$ cat src/rtl/i2c_cfg_pkg.sv
// i2c_cfg_pkg
//   Shared definitions for the table-driven I2C configuration sequencer:
//   FSM state encoding, bit positions of the fields inside a 24-bit table
//   entry, and the error codes reported on oErrCode.
package i2c_cfg_pkg;

  typedef enum logic [3:0] {
    ST_IDLE,
    ST_FETCH,
    ST_LATCH,
    ST_WR_REQ,
    ST_WR_WAIT,
    ST_RD_REQ,
    ST_RD_WAIT,
    ST_GAP,
    ST_DONE,
    ST_REFRESH_WAIT
  } state_e;

  // Table entry layout: {last, dev[6:0], offset[7:0], data[7:0]}
  localparam int ENTRY_W = 24;
  localparam int LAST_B  = 23;
  localparam int DEV_MSB = 22;
  localparam int DEV_LSB = 16;
  localparam int OFF_MSB = 15;
  localparam int OFF_LSB = 8;
  localparam int DAT_MSB = 7;
  localparam int DAT_LSB = 0;

  typedef enum logic [1:0] {
    ERR_NONE   = 2'b00,
    ERR_NACK   = 2'b01,
    ERR_VERIFY = 2'b10
  } err_e;

endpackage

$ cat src/rtl/i2c_cfg_timer.sv
// i2c_cfg_timer
//   Loadable down-counter with a zero flag. The sequencer shares one instance
//   between the inter-transaction gap and the refresh wait, since the two are
//   never active at the same time.
// Ports
//   iClk, iRstn : clock, asynchronous active-low reset
//   iLoad       : load iLoadVal this cycle (takes priority over counting)
//   iLoadVal    : value to load
//   oZero       : counter currently at zero
module i2c_cfg_timer
  import i2c_cfg_pkg::*;
#(
  parameter int CNT_W = 24
) (
  input  logic             iClk,
  input  logic             iRstn,
  input  logic             iLoad,
  input  logic [CNT_W-1:0] iLoadVal,
  output logic             oZero
);

  logic [CNT_W-1:0] cnt_q;
  logic [CNT_W-1:0] cnt_d;

  always_comb begin
    cnt_d = cnt_q;
    if (iLoad) begin
      cnt_d = iLoadVal;
    end else if (cnt_q != '0) begin
      cnt_d = cnt_q - 1'b1;
    end
  end

  always_ff @(posedge iClk or negedge iRstn) begin
    if (!iRstn) begin
      cnt_q <= '0;
    end else begin
      cnt_q <= cnt_d;
    end
  end

  assign oZero = (cnt_q == '0);

endmodule

$ cat src/rtl/i2c_cfg_sequencer.sv
// i2c_cfg_sequencer
//   Walks a register table of {last, dev, offset, data} entries and issues one
//   single-byte I2C write per entry to the byte-level engine, optionally reading
//   each register back to verify it. NACKs and verify mismatches are retried up
//   to MAX_RETRY times before the pass stops with a sticky error. Consecutive
//   entries are separated by GAP_CYC idle cycles; with REFRESH_CYC > 0 the whole
//   table is replayed REFRESH_CYC cycles after each clean pass.
// Ports
//   iClk, iRstn                : clock, asynchronous active-low reset
//   iStart, iAbort             : start pulse / abort level from board-init FSM
//   oTblAddr, iTblData         : table ROM port (1-cycle read latency)
//   oCmd*, iCmdReady           : command request to the i2c_master engine
//   iRspValid/Nack/RData       : completion from the engine
//   oBusy, oDone               : pass in progress / clean completion pulse
//   oError, oErrIdx, oErrCode  : sticky failure report
module i2c_cfg_sequencer
  import i2c_cfg_pkg::*;
#(
  parameter int TBL_AW      = 5,
  parameter int VERIFY_EN   = 1,
  parameter int MAX_RETRY   = 3,
  parameter int GAP_CYC     = 250,
  parameter int REFRESH_CYC = 0,
  parameter int CNT_W       = 24
) (
  input  logic              iClk,
  input  logic              iRstn,
  input  logic              iStart,
  input  logic              iAbort,
  output logic [TBL_AW-1:0] oTblAddr,
  input  logic [23:0]       iTblData,
  output logic              oCmdValid,
  input  logic              iCmdReady,
  output logic              oCmdRead,
  output logic [6:0]        oCmdDev,
  output logic [7:0]        oCmdOffset,
  output logic [7:0]        oCmdWData,
  input  logic              iRspValid,
  input  logic              iRspNack,
  input  logic [7:0]        iRspRData,
  output logic              oBusy,
  output logic              oDone,
  output logic              oError,
  output logic [TBL_AW-1:0] oErrIdx,
  output logic [1:0]        oErrCode
);

  localparam int RETRY_W = (MAX_RETRY < 1) ? 1 : $clog2(MAX_RETRY + 1);
  localparam logic [RETRY_W-1:0] RETRY_MAX = RETRY_W'(MAX_RETRY);
  // Timer counts down to zero inclusive, so load one less than the wait length.
  localparam logic [CNT_W-1:0]   GAP_LD    = CNT_W'(GAP_CYC - 1);
  localparam logic [CNT_W-1:0]   REF_LD    = (REFRESH_CYC > 0) ? CNT_W'(REFRESH_CYC - 1) : '0;
  localparam logic [TBL_AW-1:0]  IDX_LAST  = '1;

  state_e               state_q, state_d;
  logic [TBL_AW-1:0]    idx_q, idx_d;
  logic [RETRY_W-1:0]   retry_q, retry_d;
  logic [ENTRY_W-1:0]   entry_q, entry_d;
  logic                 err_q, err_d;
  logic [TBL_AW-1:0]    err_idx_q, err_idx_d;
  err_e                 err_code_q, err_code_d;
  logic                 abort_pend_q, abort_pend_d;
  logic                 gap_retry_q, gap_retry_d;

  logic                 tmr_load;
  logic [CNT_W-1:0]     tmr_val;
  logic                 tmr_zero;

  logic                 rsp_fail;
  err_e                 rsp_code;
  logic                 at_end;
  logic                 abort_now;

  i2c_cfg_timer #(.CNT_W(CNT_W)) u_timer (
    .iClk     (iClk),
    .iRstn    (iRstn),
    .iLoad    (tmr_load),
    .iLoadVal (tmr_val),
    .oZero    (tmr_zero)
  );

  // Mismatch only means something for a read response; a NACK wins over it.
  assign rsp_fail  = iRspNack ||
                     ((state_q == ST_RD_WAIT) && (iRspRData != entry_q[DAT_MSB:DAT_LSB]));
  assign rsp_code  = iRspNack ? ERR_NACK : ERR_VERIFY;
  assign at_end    = entry_q[LAST_B] || (idx_q == IDX_LAST);
  // An abort seen while a command is outstanding is remembered until the response.
  assign abort_now = iAbort || abort_pend_q;

  always_comb begin
    state_d      = state_q;
    idx_d        = idx_q;
    retry_d      = retry_q;
    entry_d      = entry_q;
    err_d        = err_q;
    err_idx_d    = err_idx_q;
    err_code_d   = err_code_q;
    abort_pend_d = abort_pend_q;
    gap_retry_d  = gap_retry_q;
    tmr_load     = 1'b0;
    tmr_val      = '0;

    case (state_q)
      ST_IDLE: begin
        abort_pend_d = 1'b0;
        if (iStart && !iAbort) begin
          state_d    = ST_FETCH;
          idx_d      = '0;
          retry_d    = '0;
          err_d      = 1'b0;
          err_idx_d  = '0;
          err_code_d = ERR_NONE;
        end
      end

      ST_FETCH: begin
        state_d = iAbort ? ST_IDLE : ST_LATCH;
      end

      ST_LATCH: begin
        if (iAbort) begin
          state_d = ST_IDLE;
        end else begin
          entry_d = iTblData;
          state_d = ST_WR_REQ;
        end
      end

      ST_WR_REQ, ST_RD_REQ: begin
        // Once accepted the command must run to its response even if aborted.
        if (iCmdReady) begin
          state_d      = (state_q == ST_WR_REQ) ? ST_WR_WAIT : ST_RD_WAIT;
          abort_pend_d = abort_pend_q || iAbort;
        end else if (iAbort) begin
          state_d = ST_IDLE;
        end
      end

      ST_WR_WAIT, ST_RD_WAIT: begin
        abort_pend_d = abort_pend_q || iAbort;
        if (iRspValid) begin
          if (rsp_fail) begin
            if (retry_q < RETRY_MAX) begin
              retry_d = retry_q + RETRY_W'(1);
              if (abort_now) begin
                state_d = ST_IDLE;
              end else begin
                gap_retry_d = 1'b1;
                tmr_load    = 1'b1;
                tmr_val     = GAP_LD;
                state_d     = ST_GAP;
              end
            end else begin
              err_d      = 1'b1;
              err_idx_d  = idx_q;
              err_code_d = rsp_code;
              state_d    = ST_IDLE;
            end
          end else if (abort_now) begin
            state_d = ST_IDLE;
          end else if ((state_q == ST_WR_WAIT) && (VERIFY_EN != 0)) begin
            state_d = ST_RD_REQ;
          end else if (at_end) begin
            state_d = ST_DONE;
          end else begin
            idx_d       = idx_q + 1'b1;
            retry_d     = '0;
            gap_retry_d = 1'b0;
            tmr_load    = 1'b1;
            tmr_val     = GAP_LD;
            state_d     = ST_GAP;
          end
        end
      end

      ST_GAP: begin
        if (iAbort) begin
          state_d = ST_IDLE;
        end else if (tmr_zero) begin
          // A retry reuses the latched entry; an advance must fetch the next one.
          state_d = gap_retry_q ? ST_WR_REQ : ST_FETCH;
        end
      end

      ST_DONE: begin
        if ((REFRESH_CYC > 0) && !iAbort) begin
          tmr_load = 1'b1;
          tmr_val  = REF_LD;
          state_d  = ST_REFRESH_WAIT;
        end else begin
          state_d = ST_IDLE;
        end
      end

      ST_REFRESH_WAIT: begin
        if (iAbort) begin
          state_d = ST_IDLE;
        end else if (iStart || tmr_zero) begin
          if (iStart) begin
            tmr_load = 1'b1;
            tmr_val  = '0;
          end
          state_d    = ST_FETCH;
          idx_d      = '0;
          retry_d    = '0;
          err_d      = 1'b0;
          err_idx_d  = '0;
          err_code_d = ERR_NONE;
        end
      end

      default: begin
        state_d = ST_IDLE;
      end
    endcase
  end

  always_ff @(posedge iClk or negedge iRstn) begin
    if (!iRstn) begin
      state_q      <= ST_IDLE;
      idx_q        <= '0;
      retry_q      <= '0;
      entry_q      <= '0;
      err_q        <= 1'b0;
      err_idx_q    <= '0;
      err_code_q   <= ERR_NONE;
      abort_pend_q <= 1'b0;
      gap_retry_q  <= 1'b0;
    end else begin
      state_q      <= state_d;
      idx_q        <= idx_d;
      retry_q      <= retry_d;
      entry_q      <= entry_d;
      err_q        <= err_d;
      err_idx_q    <= err_idx_d;
      err_code_q   <= err_code_d;
      abort_pend_q <= abort_pend_d;
      gap_retry_q  <= gap_retry_d;
    end
  end

  // Command fields come straight from the latched entry, so they stay stable
  // for as long as oCmdValid is held.
  assign oTblAddr   = idx_q;
  assign oCmdValid  = (state_q == ST_WR_REQ) || (state_q == ST_RD_REQ);
  assign oCmdRead   = (state_q == ST_RD_REQ);
  assign oCmdDev    = entry_q[DEV_MSB:DEV_LSB];
  assign oCmdOffset = entry_q[OFF_MSB:OFF_LSB];
  assign oCmdWData  = entry_q[DAT_MSB:DAT_LSB];
  assign oBusy      = (state_q != ST_IDLE) && (state_q != ST_DONE) &&
                      (state_q != ST_REFRESH_WAIT);
  assign oDone      = (state_q == ST_DONE);
  assign oError     = err_q;
  assign oErrIdx    = err_idx_q;
  assign oErrCode   = err_code_q;

endmodule

$ cat config.mk
export PLATFORM = sky130hd
export DESIGN_NAME = i2c_cfg_sequencer
export DESIGN_NICKNAME = d
export VERILOG_FILES = /design/src/rtl/i2c_cfg_pkg.sv /design/src/rtl/i2c_cfg_timer.sv /design/src/rtl/i2c_cfg_sequencer.sv
export SDC_FILE = /design/constraint.sdc
export NUM_CORES = 1
export LEC_CHECK = 0
export ABC_AREA = 1
export BUFFER_PORTS_ARGS = -buffer_cell sky130_fd_sc_hd__buf_2
export CAP_MARGIN = 15
export CORE_AREA = 2 2 93 95
export DETAILED_ROUTE_END_ITERATION = 10
export DIE_AREA = 0 0 95 97
export GPL_ROUTABILITY_DRIVEN = 0
export PLACE_DENSITY = 0.83
export SLEW_MARGIN = 20
export SYNTH_ARGS = -nofsm -noshare
export SYNTH_HDL_FRONTEND = slang
export SYNTH_SLANG_ARGS = --single-unit
$ cat constraint.sdc
create_clock -name iClk -period 2 [get_ports iClk]
set_input_delay 0.4 -clock iClk [delete_from_list [all_inputs] [get_ports iClk]]
set_output_delay 0.4 -clock iClk [all_outputs]
set_load 0.05 [all_outputs]
-- Word-level counts from Yosys, hierarchy flattened
Index checks and enable logic that the tools add are counted.
- logic and storage cells: 160
- output and inout port bits: 40
- register bits: 69
- input port bits: 39
- mux-type cells: 83
- magnitude comparators: 1
- add/sub/neg operators: 3
- equal/unequal tests: 36
- reductions and logical operators: 26
- bitwise operators: 1
- operators with widths (operator ; count):
    two-way mux 24 bit ; 5
    two-way mux 5 bit ; 11
    two-way mux 4 bit ; 13
    two-way mux 8 bit ; 5
    two-way mux 2 bit ; 17
    inequality test 2 bit, second input constant ; 15
    case mux 5 bit (3 select lines) ; 2
    case mux 4 bit (7 select lines) ; 1
    logical NOT 24 bit ; 1
    nonzero test 24 bit ; 1
    subtractor 24 x 1 -> 24 bit, second input constant ; 1
    two-way mux 1 bit ; 23
    inequality test 3 bit, second input constant ; 7
    AND reduction 9 bit ; 2
    equality test 4 x 3 -> 1 bit, second input constant ; 4
    AND reduction 7 bit ; 2
    case mux 2 bit (3 select lines) ; 2
    equality test 4 x 2 -> 1 bit, second input constant ; 2
    equality test 4 bit, second input constant ; 2
    inequality test 4 bit, second input constant ; 2
    inequality test 8 bit ; 1
    case mux 1 bit (3 select lines) ; 2
    nonzero test 3 bit ; 2
    adder 5 x 1 -> 5 bit, second input constant ; 1
    other kinds (17) ; 26

-- Longest topological paths before layout
- depth after elaboration: 9
- mapped depth: 14
- depth with buffers taken out: 13

-- Hierarchy
A second synthesis with hierarchy kept.
- cell total of the unflattened synthesis: 574
- area, all modules: 4297.9 sq um
- modules (own cells, without submodules) (module ; area an instance (sq um) ; instances ; cells each ; seq. area each (sq um)):
    i2c_cfg_sequencer ; 2647.5 ; 1 ; 320 ; 1126.1
    i2c_cfg_timer ; 1650.3 ; 1 ; 254 ; 600.6

-- Worst setup path before layout
OpenSTA, ideal clock, no wires.
- path type: reg2out
- from: register state_q[0]
- to: output port oBusy
- required time: 1600 ps
- setup slack: -765 ps
- cell stages (with the launch flop): 6
- data arrival time: 2365 ps
- path buffers: 1
- cell sequence: dfrtp_1 -> buf_4 -> nor2_2 -> inv_1 -> nor3_1 -> nor2_1
- longest elaborated chain between the ends: 3
- elaborated cells on any way between the ends: 5
- classes of those cells: eq/ne: 2; reduce/logical: 3
- ends and longest elaborated chain (item ; line ; RTL):
    start, declared ; i2c_cfg_sequencer.sv:55 ; state_e state_q, state_d;
    start signal, assigned ; i2c_cfg_sequencer.sv:230 ; state_q <= state_d;
    inequality test 4 bit / nonzero test 4 bit (equally long branches) ; i2c_cfg_sequencer.sv:250 ; assign oBusy = (state_q != ST_IDLE) && (state_q != ST_DONE) &&
    logical AND 1 bit ; i2c_cfg_sequencer.sv:250 ;
    logical AND 1 bit * ; i2c_cfg_sequencer.sv:250 ;
    end, declared ; i2c_cfg_sequencer.sv:41 ; output logic oBusy,
Every way passes the cells marked *; elsewhere a longest branch is shown, timed or not.

-- Worst setup path after layout
- from: register state_q[1]
- to: output port oDone
- longest elaborated chain between the ends: 1
- ends and longest elaborated chain (item ; line ; RTL):
    equality test 4 bit ; i2c_cfg_sequencer.sv:252 ; assign oDone = (state_q == ST_DONE);
    end, declared ; i2c_cfg_sequencer.sv:42 ; output logic oDone,
No other way between the ends.

==> out/metrics.cfg <==
[outcome]
status = complete, no violations

[synth]
ys_ff_latch = 69
synth_edf_count = 0
synthFlopType = dfrtp_1
synth_mux_area_share_pct = 0.249
synth_fa_ha_area_share_pct = 1.55
yosysTopAreaCellShare_pct = 42.9
synth-seq-area-share_pct = 42.9
yosys.area_share.simple_pct = 34.8
synth_top_family_by_area = simple AND/OR/NAND/NOR gates
syn-num-nets = 569
synth_compound_gate_area_share_pct = 5.10
synth_async_sr_flop_share_pct = 100
syn_area_per_cell_um2 = 7.67
synth_area_leaders = dfrtp_1, nand2_1, nor2_1
synth_xor_area_share_pct = 5.22
ys_types = 37
syn_area_um2 = 4030
syn_inst = 525
ys_warn_count = 0
yosysTopAreaCell = dfrtp_1

[finish]
layout_common_cells = nand2_1, buf_2, dfrtp_1
layout_commonest_cell = nand2_1
area_growth_pct = 19.6
finalNetCount = 647
layout-drive-gt1-share_pct = 28.8
final_cells = 713
stdcell_area_um2 = 4810
antenna_cells = 0

[power]
p_int_uw = 3620
power.share.clock_pct = 15.8
power_frac_seq_pct = 33.9
p_switching_uw = 3520
cellPowerDensity_nw_per_um2 = 1480
total_leakage_power_uw = 0.00242
pwr-share-comb_pct = 50.3
ir_worst_vdd_v = 0.000925
total_power_uw = 7140
swShare_pct = 49.3

[global_routing]
grt_max_degree = 59
grt-ovfl-total = 0
grt_usage_pct = 20.6
grt_pass1_vias = 3511
grt_pass1_wl_mm = 15.3
antenna_found_initial = 0

[timing]
slew_headroom_pct = 76.6
slew_viol_final = 0
period_share_pct = 96.3
timing.hold.ws_ns = 0.248
clock.fmax_ghz = 0.519
setup_viol = 0
fin_tns_setup_ns = 0
clock-skew-final_ns = 0.00879
tightest_slew_ns = 0.350
period_needed_ns = 1.93
hold_viol_final = 0

[detailed_routing]
ant_nets = 0
drc = 0
wl_per_cell_um = 13.3
viasPerCell = 5.10
routed_wl_mm = 9.49
route.vias.total = 3634
drtIter0Drc = 183
first_pass_iters = 4

[setup_path]
crit_end = oDone
worst-path-stages = 4
cp-startpoint = state_q[1]
crit_type = flip-flop to output pin
worstPathArrival_ns = 1.53
slowest_stage = dfrtp_2
r2r_cells = 10
path_max_fanout = 5
cp_top_family = flip-flops
critPathMaxStageDelay_ns = 0.44
critPathRequiredTime_ns = 1.60
reg2reg_from = oTblAddr[0]
start_kind = flip-flop
path_cells = nor2_2, inv_1, nor3_2, buf_2
r2r_setup_slack_ns = 0.09
end_kind = output pin
path_buf_inv = 2
r2r_end = u_timer.cnt_q[7]

[placement]
hpwl_mm = 6.70
place_inst = 686
portBuffers = 78
post_dp_cell_area_um2 = 4430

[min_path]
hold_class = input pin to flip-flop

[cts]
max-clock-path-buffers = 2
cts_tree = yes
htree_levels = 3
root_buffer = clkbuf_8
numCtsBuffers = 9
insertion_delay_ns = 0.35
cts_num_sinks = 69
clk_pin_slew_ns = 0.07

[floorplan]
die_h_um = 97
core-area_um2 = 8130
design.die.area_um2 = 9220
io_pins = 79
start_util_pct = 49.5
die_w_um = 95
rows = 33

[flow_run]
drv_cap = 0

[cells in the mapped netlist, types with 5 or more instances]
cell type,count
nand2_2,6
nor2_1,65
xor2_1,17
nand2_1,172
nand3_1,31
nor2_2,8
o21ai_0,14
dfrtp_1,69
nor3_1,6
inv_1,44
buf_4,24
nand4_1,10
xnor2_1,7
ha_1,5
[flip-flops by register name, summed over array words and instances, names as in the netlist]
name / count
entry_q: 24
retry_q: 2
abort_pend_q: 1
oErrIdx: 5
oErrCode: 2
oError: 1
gap_retry_q: 1
oTblAddr: 5
state_q: 4
u_timer.cnt_q: 24
[worst min path at each step]
stage                 from      endpoint  slack, ns  cells past startpoint
2_1_floorplan        iRstn  abort_pend_q       0.10                      0
3_3_place_gp         iRstn   entry_q[10]       0.30                      1
3_5_place_dp         iRstn   entry_q[10]       0.31                      1
4_1_cts        iTblData[2]    entry_q[2]       0.24                      3
5_1_grt        iTblData[2]    entry_q[2]       0.25                      3
6_report       iTblData[2]    entry_q[2]       0.25                      3
[metal layers]
layer  vias to the layer above  part of all wire [%]  track usage (%)  routed length, um
li1                       1780                     -                -                  -
met1                      1756                    42             25.9               4010
met2                        74                    51             35.5               4880
met3                        24                   3.5             3.12                335
met4                         0                   2.7             7.36                260
met5                         -                     0                0                  0
[kinds of logic after synthesis]
logic type / count (synthesis)
buffers and inverters: 80
XOR/XNOR: 24
AND/OR/NAND/NOR: 314
adder cells (fa/ha/maj): 5
multiplexers: 1
AO/OA/AOI/OAI: 32
flip-flops: 69
[what timing repair did]
item | 4_1_cts | 5_1_grt
hold buffers | 1 | 0
endpoints found under the setup margin | 4 | 42
hold endpoints to repair | 11 | 0
gates cloned | 0 | 2
buffers inserted | 2 | 6
pin swaps | 0 | 6
gates resized for setup | 2 | 29
[power by group through the flow]
stage	Clock (uW)	Sequential [uW]	Combinational, uW
CTS	1150	2400	3440
detailed placement	0	2430	3370
floorplan	0	2400	2950
global placement	0	2410	3280
global route	1220	2490	3920
finish	1130	2420	3590
[cell type report]
cell class,instances,area [um^2]
Multi-Input combinational cell,378,2010
Clock buffer,12,145
Timing Repair Buffer,97,561
Inverter,48,180
Clock inverter,4,47.5
Sequential cell,69,1730
Tap cell,105,131
Fill cell,696,3320
[through the flow]
stage               util (%)  setup slack (ns)
CTS                     57.2            0.0294
floorplan                  -            -0.195
finish                  59.2            0.0731
global route            59.2           -0.0557
detailed placement      54.5             0.111
global placement        54.5             0.179
[tightest hold or removal path: cells and delay by family]
kind,cells,cell delay (ns)
simple gates,2,0.09
buf+inv,1,0.07
Note: power is estimated with default switching activity, not from simulation.
